===== src/rtl/fifo_reader_pkg.sv =====
// Shared types for the FIFO word reader: default row width and the read-side FSM states.
package fifo_reader_pkg;

    localparam int BYTE_BITS = 8;

    typedef enum logic [1:0] {
        IDLE = 2'd0,
        REQ  = 2'd1,
        WAIT = 2'd2,
        HOLD = 2'd3
    } rd_state_t;

endpackage


===== src/rtl/fifo_word_reader.sv =====
// Pulls bytes from the BRAM FIFO one read at a time and packs WORD_BYTES of them
// (first byte in the LSBs) into a word offered downstream over valid/ready.
//
// state | meaning
// IDLE  | waiting for a readable FIFO row (or for a discarded read to drain)
// REQ   | fifo_rd_trigger high for this one enabled cycle
// WAIT  | read outstanding, waiting for fifo_rd_done
// HOLD  | complete word presented, waiting for word_rdy
module fifo_word_reader
    import fifo_reader_pkg::*;
#(
    parameter int COLS       = BYTE_BITS,
    parameter int WORD_BYTES = 4
) (
    input  logic                       clk,
    input  logic                       reset,
    input  logic                       clk_en,
    input  logic                       fifo_is_empty,
    input  logic                       fifo_rd_rdy,
    input  logic                       fifo_rd_done,
    input  logic [COLS-1:0]            fifo_rd_data,
    output logic                       fifo_rd_trigger,
    input  logic                       flush,
    input  logic                       word_rdy,
    output logic                       word_valid,
    output logic [COLS*WORD_BYTES-1:0] word_data,
    output logic                       busy
);

    localparam int            CW   = $clog2(WORD_BYTES);
    localparam logic [CW-1:0] LAST = CW'(WORD_BYTES - 1);

    rd_state_t     state;
    logic [CW-1:0] count;
    logic          flush_pend;

    always_ff @(posedge clk) begin
        if (reset) begin
            state           <= IDLE;
            count           <= '0;
            flush_pend      <= 1'b0;
            word_data       <= '0;
            fifo_rd_trigger <= 1'b0;
            word_valid      <= 1'b0;
            busy            <= 1'b0;
        end else if (clk_en) begin
            case (state)
                IDLE: begin
                    // A read flushed in REQ is still in flight; swallow its done first.
                    if (flush_pend && fifo_rd_done) begin
                        flush_pend <= 1'b0;
                    end
                    if (flush) begin
                        count <= '0;
                    end else if (fifo_rd_rdy && !fifo_is_empty && !flush_pend) begin
                        state           <= REQ;
                        fifo_rd_trigger <= 1'b1;
                    end
                end
                REQ: begin
                    fifo_rd_trigger <= 1'b0;
                    if (flush) begin
                        count      <= '0;
                        flush_pend <= 1'b1;
                        state      <= IDLE;
                    end else begin
                        state <= WAIT;
                        busy  <= 1'b1;
                    end
                end
                WAIT: begin
                    if (fifo_rd_done) begin
                        busy       <= 1'b0;
                        flush_pend <= 1'b0;
                        if (flush || flush_pend) begin
                            count <= '0;
                            state <= IDLE;
                        end else begin
                            word_data[count*COLS +: COLS] <= fifo_rd_data;
                            if (count == LAST) begin
                                count      <= '0;
                                state      <= HOLD;
                                word_valid <= 1'b1;
                            end else begin
                                count <= count + 1'b1;
                                state <= IDLE;
                            end
                        end
                    end else if (flush) begin
                        flush_pend <= 1'b1;
                    end
                end
                HOLD: begin
                    // Flush beats word_rdy: the word is dropped, not delivered.
                    if (flush || word_rdy) begin
                        state      <= IDLE;
                        word_valid <= 1'b0;
                        count      <= '0;
                    end
                end
                default: begin
                    state <= IDLE;
                end
            endcase
        end
    end

endmodule


===== config.mk =====
export PLATFORM = sky130hd
export DESIGN_NAME = fifo_word_reader
export DESIGN_NICKNAME = d
export VERILOG_FILES = /design/src/rtl/fifo_reader_pkg.sv /design/src/rtl/fifo_word_reader.sv
export SDC_FILE = /design/constraint.sdc
export NUM_CORES = 1
export LEC_CHECK = 0
export CAP_MARGIN = 10
export CELL_PAD_IN_SITES_DETAIL_PLACEMENT = 1
export CELL_PAD_IN_SITES_GLOBAL_PLACEMENT = 1
export CORE_MARGIN = 5
export CORE_UTILIZATION = 31
export CTS_CLUSTER_DIAMETER = 50
export DETAILED_ROUTE_END_ITERATION = 16
export PLACE_DENSITY_LB_ADDON = 0.1
export SYNTH_ARGS = -nofsm -noshare
export SYNTH_HDL_FRONTEND = slang
export SYNTH_SLANG_ARGS = --single-unit

===== constraint.sdc =====
create_clock -name clk -period 2.1 [get_ports clk]
set_clock_uncertainty 0.1 [all_clocks]
set_input_delay 0.21 -clock clk [delete_from_list [all_inputs] [get_ports clk]]
set_output_delay 0.21 -clock clk [all_outputs]
set_load 0.05 [all_outputs]

; ---- Yosys cells after proc, flatten, opt, wreduce, memory -nomap -nowiden
; Index checks and enable logic that the tools add are counted.
[word_totals]
regBits = 40
out_inout_bits = 35
wordCells = 74
[op_classes]
n_addsub = 2
eq_ne = 13
shift = 2
mux = 29
bitwise = 1
reduce_logical = 20
[op_table]
columns = cell, n
row1 = 5-bit negation with 34-bit output, 1
row2 = "8-bit by 34-bit variable shift with 32-bit output, first input constant", 1
row3 = 8-bit by 34-bit indexed part select with 32-bit output, 1
row4 = 32-bit bitwise mux, 1
row5 = 2-bit two-way mux, 11
row6 = "2-bit != test, second input constant", 8
row7 = 4-bit AND reduction, 4
row8 = 1-bit two-way mux, 11
row9 = 2-bit case mux with 4 select lines, 1
row10 = "2-bit == test, second input constant", 3
row11 = 1-bit case mux with 2 select lines, 3
row12 = 2-bit case mux with 3 select lines, 1
row13 = 6-bit AND reduction, 1
row14 = 2-bit nonzero test, 3
row15 = 5-bit AND reduction, 1
row16 = 1-bit logical AND, 3
row17 = 1-bit case mux with 3 select lines, 1
row18 = 3-bit AND reduction, 1
row19 = 3-bit nonzero test, 1
row20 = "2-bit by 1-bit adder with 2-bit output, second input constant", 1
row21 = "2-bit by 1-bit == test with 1-bit output, second input constant", 1
row22 = 1-bit zero test, 2
row23 = 2-bit zero test, 1
row24 = 1-bit logical OR, 2
row25 = other kinds (3), 3

; ---- Longest topological paths before layout
; Gate-level depths: netlist of run 1.
[depth]
word_depth = 6
mapped_depth = 8
mapped_depth_nobuf = 6

; ---- Worst setup path after synthesis of run 1
; Ideal clock, no wire load.
[synth_path]
kind = reg-to-reg
start = reg count[0]
end = reg word_data[24]
setup_time_ns = 0.071
t_arrival_ns = 1.749
t_required_ns = 1.929
slack_ns = 0.180
path_stages_with_launch = 7
synth_period_minus_slack_ns = 1.920
path_cell_list = dfxtp_1 -> inv_1 -> ha_1 -> nor3b_1 -> and2b_1 -> nand3_1 -> a21oi_1
[synth_between]
elab_chain_len = 3
[synth_rtl]
columns = element, line_no
row1 = start: declaration, fifo_word_reader.sv:34  ; logic [CW-1:0] count;
row2 = start signal: assignment, fifo_word_reader.sv:85  ; count <= count + 1'b1;
row3 = 5-bit negation with 34-bit output *, fifo_word_reader.sv:79  ; word_data[count*COLS +: COLS] <= fifo_rd_data;
row4 = 8-bit by 34-bit indexed part select with 32-bit output / 8-bit by 34-bit variable shift with 32-bit output (equally long branches), fifo_word_reader.sv:79
row5 = 32-bit bitwise mux *, fifo_word_reader.sv:79
row6 = end signal: indexed assignment, fifo_word_reader.sv:79
row7 = end: declaration, fifo_word_reader.sv:26  ; output logic [COLS*WORD_BYTES-1:0] word_data,
; Every way passes the cells marked *; elsewhere a longest branch is shown, timed or not.
; A chain may end at the register's enable or synchronous reset.

; ---- Final worst setup path of run 1
[layout_path]
start = reg state[0]
end = reg word_data[18]
[layout_between]
elab_chain_len = 2
[layout_rtl]
columns = element, line_no
row1 = start: declaration, fifo_word_reader.sv:33  ; rd_state_t state;
row2 = start signal: assignment, fifo_word_reader.sv:39  ; state <= IDLE;
row3 = start signal: assignment, fifo_word_reader.sv:56  ; state <= REQ;
row4 = start signal: assignment, fifo_word_reader.sv:65  ; state <= IDLE;
row5 = 2-bit == test, fifo_word_reader.sv:47  ; case (state)
row6 = 4-bit AND reduction (no source line), -
; Every way passes these cells.

==> results of run 1 <==
==> power by group <==
| group | leakage, nW | total (W) | switching [W] | internal, W |
|---|---|---|---|---|
| Sequential | 0.322 | 0.000768 | 0.00000459 | 0.000764 |
| Combinational | 0.536 | 0.000135 | 0.0000792 | 0.0000560 |
| Clock | 0.0552 | 0.000623 | 0.000270 | 0.000353 |
==> area by class of cell <==
cell class | count | share of cell area (%)
Timing Repair Buffer | 59 | 22.0
Clock buffer | 6 | 2.81
Inverter | 10 | 1.45
Multi-Input combinational cell | 163 | 37.7
Sequential cell | 40 | 31.0
Clock inverter | 2 | 1.36
Tap cell | 75 | 3.64
==> final timing paths <==
check / from / to / cells past startpoint
worst min register to register: word_data[13]$_SDFFE_PP0P_ / word_data[13]$_SDFFE_PP0P_ / 2
worst max register to register: state[0]$_SDFFE_PP0P_ / word_data[18]$_SDFFE_PP0P_ / 6
worst max-delay path: state[0]$_SDFFE_PP0P_ / word_data[18]$_SDFFE_PP0P_ / 6
worst min-delay path: word_data[13]$_SDFFE_PP0P_ / word_data[13]$_SDFFE_PP0P_ / 2
==> metrics by stage <==
stage | setup slack, ns | hold WS [ns] | std cells | power (W)
2_1_floorplan | 0.180 | 0.207 | 225 | 0.000854
3_3_place_gp | 0.148 | 0.341 | 347 | 0.000922
3_5_place_dp | 0.118 | 0.347 | 347 | 0.000922
4_1_cts | 0.169 | 0.358 | 355 | 0.00154
5_1_grt | 0.0344 | 0.375 | 355 | 0.00159
6_report | 0.216 | 0.354 | 355 | 0.00153
==> layer usage <==
metal	up-vias	GRT usage [%]	wire length (um)
met1	870	18.6	2480
met4	0	5.30	72
li1	891	-	-
met2	38	26.1	2710
met5	-	0	0
met3	7	3.20	255
==> layout by cell type (no fill, tap or decap), types with 2 or more instances in the layout <==
| cell | synthesis | final |
|---|---|---|
| a21oi_1 | 35 | 35 |
| a31oi_1 | 4 | 4 |
| a41oi_1 | 2 | 2 |
| and3_1 | 4 | 4 |
| and3b_1 | 2 | 2 |
| buf_4 | 0 | 9 |
| clkbuf_8 | 0 | 5 |
| clkdlybuf4s50_1 | 0 | 50 |
| dfxtp_1 | 40 | 40 |
| ha_1 | 11 | 11 |
| inv_1 | 10 | 10 |
| mux2i_1 | 2 | 2 |
| nand2_1 | 38 | 38 |
| nand2b_1 | 2 | 2 |
| nand3_1 | 38 | 38 |
| nor2_1 | 4 | 4 |
| nor2b_1 | 2 | 2 |
| nor3b_1 | 2 | 2 |
| o21ai_0 | 2 | 2 |
==> sequential cells by signal, indices dropped and copies added, names as in the netlist <==
signal and count:
flush_pend 1, word_data 32, busy 1, word_valid 1
count 2, fifo_rd_trigger 1, state 2
==> kinds of logic (layout without fill, tap and decap cells) <==
kind of cell | after synthesis | in the layout | share of synthesized area (%)
flip-flops | 40 | 40 | 42.8
AND/OR/NAND/NOR | 99 | 99 | 26.5
buffers and inverters | 22 | 77 | 5.22
multiplexers | 2 | 2 | 1.07
adder cells (fa/ha/maj) | 11 | 11 | 7.36
AO/OA/AOI/OAI | 51 | 51 | 17.1
==> critical path, cell delays in order (launching register included) <==
cell     delay, ns
dfxtp_1       0.33
inv_1         0.13
ha_1          0.25
and3b_1       0.32
and3_1        0.35
nand3_1       0.16
a21oi_1       0.18
==> results.cfg, run 1 <==
[status]
outcome = complete, no violations

[routing]
drcViolationCount = 0
vias_per_cell = 5.09
ant_nets = 0
firstDrtPassIters = 4
drtIter0Drc = 106
dr_total_vias = 1806
wire_per_inst_um = 15.5
routed_wirelength_um = 5520

[floorplan]
pin_count = 51
die_y_um = 87.7
dieArea_um2 = 7690
core_um2 = 5890
initial_core_util_pct = 31.8
die_x_um = 87.7
rows = 28

[final_layout]
layout-drive-gt1-share_pct = 7.50
nNetsFinal = 306
diodes = 0
postLayoutCellArea_um2 = 2580
fillers = 710
post-route-util_pct = 43.8
regArea_um2 = 801
multiInputGateArea_um2 = 972
area_growth_pct = 37.9

[synth]
yosys_warnings = 0
synth_flop_cell = dfxtp_1
synthTopCellsByCount = 40 x dfxtp_1, 38 x nand2_1, 38 x nand3_1
yosys.area.top_type_share_pct = 42.8
synth.area.top_cells = dfxtp_1 43%, nand3_1 10%, a21oi_1 9.4%
syn_area_per_cell_um2 = 8.31
async_reset_ff_share_pct = 0
yosys.area.top_type = dfxtp_1
yosysSeqAreaShare_pct = 42.8
synth_most_common_cell = dfxtp_1
synth_seq_cells = 40
netlist_area_um2 = 1870
synth_fp_nets = 252
synth_cell_type_count = 36
synth_edf_count = 0
syn-instance-count = 225

[power_and_ir_drop]
powerDensity_nw_per_um2 = 592
peakVddDrop_v = 0.000267
p_leak_nw = 0.913

[cts]
cts_resized = 0
hold_buffers = 0
path_clk_slew_ns = 0.08
cts_max_level = 2
cts_buffer_depth = 2
cts_tree = done
clkLatencyLatePin_ns = 0.29
numCtsBuffers = 5
cts-root-buf = clkbuf_8
cts_sinks = 40
postCtsSetupRepairBufs = 0

[global_route]
grt_use_total_pct = 15.2
grt_max_degree = 24
grt_overflow_total = 0
grt_pass1_vias = 1855
antenna_found_initial = 0
grt_pass1_wl_um = 8970

[timing]
relSlewSlack_pct = 65.4
hold_viol_final = 0
setup_viol = 0
finalMaxSlewViolations = 0
fin_setup_tns_ns = 0
max_freq_ghz = 0.531
max_slew.worst_pin.slew_ns = 0.517
period_share_pct = 89.7
rsz0062_at_grt = no
period_needed_ns = 1.88

[setup_path]
critPathCaptureType = register
r2r_slack_ns = 0.22
cp.required_ns = 2.22
cp_max_fo = 8
crit_type = reg -> reg
arrival_ns = 2.01
start_kind = register

[placement]
io_buffer_count = 50
gp_congestion = 0.732
dpl_cell_area_um2 = 2470
dp_hpwl_um = 4140

[min_path]
hold_class = reg -> reg

[run]
drv_cap = 0
Power figures use the tool's default switching activity.
==> inputs of run 2 (changes only) <==
CORE_UTILIZATION = 35   (was 31)
clock period = 2 ns   (was 2.1 ns; I/O delays follow)
==> run 2 against run 1 <==
Sequential share of layout area increased by 0.17 points; fmax increased by 2.4%; count of clock-buffer cells in the layout unchanged; cell count decreased by 0.85%; via count increased by 0.61%; utilization increased by 6.1 points; critical path type unchanged; critical endpoint is now word_valid$_SDFFE_PP0P_; highest routed layer unchanged.
==> results.cfg, run 2 (synthesized netlist as in run 1, its figures left out) <==
[cts]
path_clk_slew_ns = 0.07
clkLatencyLatePin_ns = 0.28
postCtsSetupRepairBufs = 0
cts_sinks = 40
cts_resized = 0
cts_tree = done
cts-root-buf = clkbuf_8
numCtsBuffers = 5
cts_buffer_depth = 2
hold_buffers = 0
cts_max_level = 2

[routing]
routed_wirelength_um = 5310
vias_per_cell = 5.16
dr_total_vias = 1817
wire_per_inst_um = 15.1
drtIter0Drc = 97
firstDrtPassIters = 4
ant_nets = 0
drcViolationCount = 0

[power_and_ir_drop]
peakVddDrop_v = 0.000261
p_leak_nw = 0.913
powerDensity_nw_per_um2 = 564
total_power_w = 0.00145

[timing]
setup_viol = 0
period_needed_ns = 1.84
period_share_pct = 92.0
rsz0062_at_grt = no
max_freq_ghz = 0.543
max_slew.worst_pin.slew_ns = 0.507
hold_viol_final = 0
fin_setup_tns_ns = 0
relSlewSlack_pct = 66.1
finalMaxSlewViolations = 0
hold_slack_ns = 0.352

[global_route]
grt_pass1_wl_um = 8830
grt_use_total_pct = 15.6
grt_max_degree = 24
antenna_found_initial = 0
grt_pass1_vias = 1804
grt_overflow_total = 0

[setup_path]
critPathCaptureType = register
cp.required_ns = 2.09
cp_slowest_cell = a221oi_4
path_cells = inv_1, ha_1, buf_4, a221oi_4, a41oi_1, a311oi_1
path_buf_inv = 2
start_kind = register
critPathMaxStageDelay_ns = 0.39
critPathTopFamily = compound AO/OA/AOI/OAI gates
cp_max_fo = 6
crit_type = reg -> reg
arrival_ns = 1.93

[final_layout]
multiInputGateArea_um2 = 972
fillers = 654
nNetsFinal = 309
reg_top3 = word_data: 32 flops, count: 2 flops, state: 2 flops
area_growth_pct = 37.2
postLayoutCellArea_um2 = 2570
final_common_cell = clkdlybuf4s50_1
regMostFlops = word_data
regArea_um2 = 801
largest_register_ffs = 32
final_cell_mix = 50 x clkdlybuf4s50_1, 40 x dfxtp_1, 38 x nand3_1, 38 x nand2_1, 35 x a21oi_1
diodes = 0
layout-drive-gt1-share_pct = 8.16

[floorplan]
die_x_um = 83.1
die_y_um = 83.1
initial_core_util_pct = 36.4
dieArea_um2 = 6910
rows = 26
core_um2 = 5140
pin_count = 51

[placement]
dpl_cell_area_um2 = 2490
gp_congestion = 0.744
io_buffer_count = 50
dp_hpwl_um = 4080

[status]
outcome = complete, no violations

[min_path]
hold_class = reg -> reg

[run]
drv_cap = 0
## run 2: power breakdown
| part | internal [W] | leakage (nW) | switching [W] | total (W) |
|---|---|---|---|---|
| logic | 0.0000606 | 0.550 | 0.0000819 | 0.000143 |
| clock network | 0.000237 | 0.0410 | 0.000260 | 0.000497 |
| registers | 0.000802 | 0.322 | 0.00000472 | 0.000807 |
| total | 0.00110 | 0.913 | 0.000347 | 0.00145 |
## run 2: metrics by stage
stage                     worst slack [ns]  std cells  util [%]
after floorplan                     0.0802        225         -
after global placement               0.103        345      48.4
after detailed placement            0.0816        345      48.4
after CTS                            0.139        352      49.9
after global routing                0.0112        352      49.9
final                                0.160        352      49.9
## run 2: layout make-up
class	instances	share of cell area (%)
inverter	10	1.46
tap	70	3.41
sequential	40	31.2
clock buffer	6	2.83
clock inverter	1	0.195
timing repair buffer	62	23.0
multi-input combinational	163	37.9
## run 2: path summary, 6_finish.rpt
kind / from / end / slack [ns] / depth (start not counted)
max reg2reg: state[0]$_SDFFE_PP0P_ / word_valid$_SDFFE_PP0P_ / 0.16 / 6
max: state[0]$_SDFFE_PP0P_ / word_valid$_SDFFE_PP0P_ / 0.16 / 6
min reg2reg: word_data[9]$_SDFFE_PP0P_ / word_data[9]$_SDFFE_PP0P_ / 0.35 / 2
min: word_data[9]$_SDFFE_PP0P_ / word_data[9]$_SDFFE_PP0P_ / 0.35 / 2
## run 2: worst register-to-register path: cells and delay by family, from the launching register on
kind | cells | cell delay, ns
compound gates | 3 | 0.85
fa+ha+maj | 1 | 0.23
buf+inv | 2 | 0.22
flops | 1 | 0.36
## run 2: metal layers
layer	vias to the layer above	track usage [%]	share of wire, %
met4	0	4.75	1.1
met3	7	3.47	4.2
li1	901	-	-
met1	870	20.3	48
met5	-	0	0
met2	39	25.6	47
==> inputs of run 3 (changes only) <==
CAP_MARGIN = 25   (was 10)
CORE_UTILIZATION = 37   (was 35)
CTS_CLUSTER_SIZE = 14   (was unset)
clock period = 2.16 ns   (was 2 ns; I/O delays follow)
==> run 3 against run 2 <==
Clock power fell by 7.2%; via count down 2.2%; global-route usage grew 1.8 points; utilization up 2.5 points; fmax shrank 7.9%; cell count is 2.3% lower; flip-flop and latch count unchanged; non-clock buffer count down 5; die area down 4.8%; critical path depth is the same; wire length increased by 0.85%; sequential power fell by 7.4%; critical endpoint is now word_data[8]$_SDFFE_PP0P_; largest cell class unchanged; highest routed layer unchanged.
==> results.cfg, run 3 (synthesized netlist as in run 1, its figures left out) <==
[cts]
cts_tree = done
numCtsBuffers = 5
hold_buffers = 0
cts_resized = 0
path_clk_slew_ns = 0.07
postCtsSetupRepairBufs = 0
cts_max_level = 2
cts_sinks = 40
clkLatencyLatePin_ns = 0.28
cts-root-buf = clkbuf_8
cts_buffer_depth = 2

[final_layout]
diodes = 0
largest_register_ffs = 32
fillers = 590
final_cell_mix = 50 x clkdlybuf4s50_1, 40 x dfxtp_1, 38 x nand3_1, 38 x nand2_1, 35 x a21oi_1
nNetsFinal = 304
multiInputGateArea_um2 = 972
area_growth_pct = 35.0
regMostFlops = word_data
reg_top3 = word_data: 32 flops, count: 2 flops, state: 2 flops
regArea_um2 = 801
post-route-util_pct = 52.4
layout-drive-gt1-share_pct = 6.50
final_common_cell = clkdlybuf4s50_1

[global_route]
grt_overflow_total = 0
grt_max_degree = 27
grt_use_total_pct = 17.4
grt_pass1_vias = 1793
grt_pass1_wl_um = 8670
antenna_found_initial = 0

[setup_path]
critPathCaptureType = register
arrival_ns = 2.12
cp.required_ns = 2.28
start_kind = register
cp_max_fo = 9
crit_type = reg -> reg

[timing]
max_slew.worst_pin.slew_ns = 0.509
hold_viol_final = 0
worst_slack_ns = 0.163
setup_viol = 0
period_share_pct = 92.5
max_freq_ghz = 0.501
hold_slack_ns = 0.351
fin_setup_tns_ns = 0
period_needed_ns = 2.00
relSlewSlack_pct = 66.0
rsz0062_at_grt = no
finalMaxSlewViolations = 0

[routing]
drtIter0Drc = 69
dr_total_vias = 1777
drcViolationCount = 0
wire_per_inst_um = 15.6
ant_nets = 0
vias_per_cell = 5.17
routed_wirelength_um = 5360
firstDrtPassIters = 4

[placement]
io_buffer_count = 50
dp_hpwl_um = 4080
dpl_worst_slack_ns = 0.174
gp_congestion = 0.756

[run]
drv_cap = 0

[floorplan]
dieArea_um2 = 6580
core_um2 = 4820
die_x_um = 81.1
rows = 25
initial_core_util_pct = 38.8
pin_count = 51
die_y_um = 81.1

[min_path]
hold_class = reg -> reg

[status]
outcome = complete, no violations

[power_and_ir_drop]
p_leak_nw = 0.888
powerDensity_nw_per_um2 = 530
total_power_w = 0.00134
peakVddDrop_v = 0.000239
## run 3: area by class of cell
cell class,instances,area share [%]
Timing Repair Buffer,57,21.9
Tap cell,67,3.32
Multi-Input combinational cell,163,38.5
Sequential cell,40,31.7
Inverter,10,1.49
Clock buffer,6,2.87
Clock inverter,1,0.198
## run 3: report_power, final
| part | switching, W | total (W) | internal (W) |
|---|---|---|---|
| clock network | 0.000242 | 0.000461 | 0.000220 |
| logic | 0.0000763 | 0.000131 | 0.0000545 |
| registers | 0.00000415 | 0.000747 | 0.000743 |
| total | 0.000322 | 0.00134 | 0.00102 |
## run 3: critical path, cell delays in order, from the launching register on
cell and delay [ns]:
dfxtp_1 0.51, inv_1 0.16, ha_1 0.39, and3b_1 0.28
nor2b_1 0.23, nand3_1 0.12, a21oi_1 0.15
## run 3: final timing paths
check,start,end,slack (ns),cells after the start
setup / recovery,count[0]$_SDFFE_PP0P_,word_data[8]$_SDFFE_PP0P_,0.16,6
hold / removal,word_data[7]$_SDFFE_PP0P_,word_data[7]$_SDFFE_PP0P_,0.35,2
setup reg to reg,count[0]$_SDFFE_PP0P_,word_data[8]$_SDFFE_PP0P_,0.16,6
hold reg to reg,word_data[7]$_SDFFE_PP0P_,word_data[7]$_SDFFE_PP0P_,0.35,2
## run 3: routing by layer
metal | up-vias | routed length, um | share of wire (%) | GRT usage, %
met5 | - | 0 | 0 | 0
met4 | 0 | 76 | 1.4 | 7.09
met3 | 9 | 257 | 4.8 | 4.55
met2 | 40 | 2500 | 47 | 28.6
met1 | 834 | 2520 | 47 | 21.6
li1 | 894 | - | - | -
## run 3: through the flow
step | cells | instance area, um2
finish | 344 | 2520
global route | 344 | 2520
CTS | 344 | 2520
detailed placement | 337 | 2450
global placement | 337 | 2450
floorplan | 225 | 1870
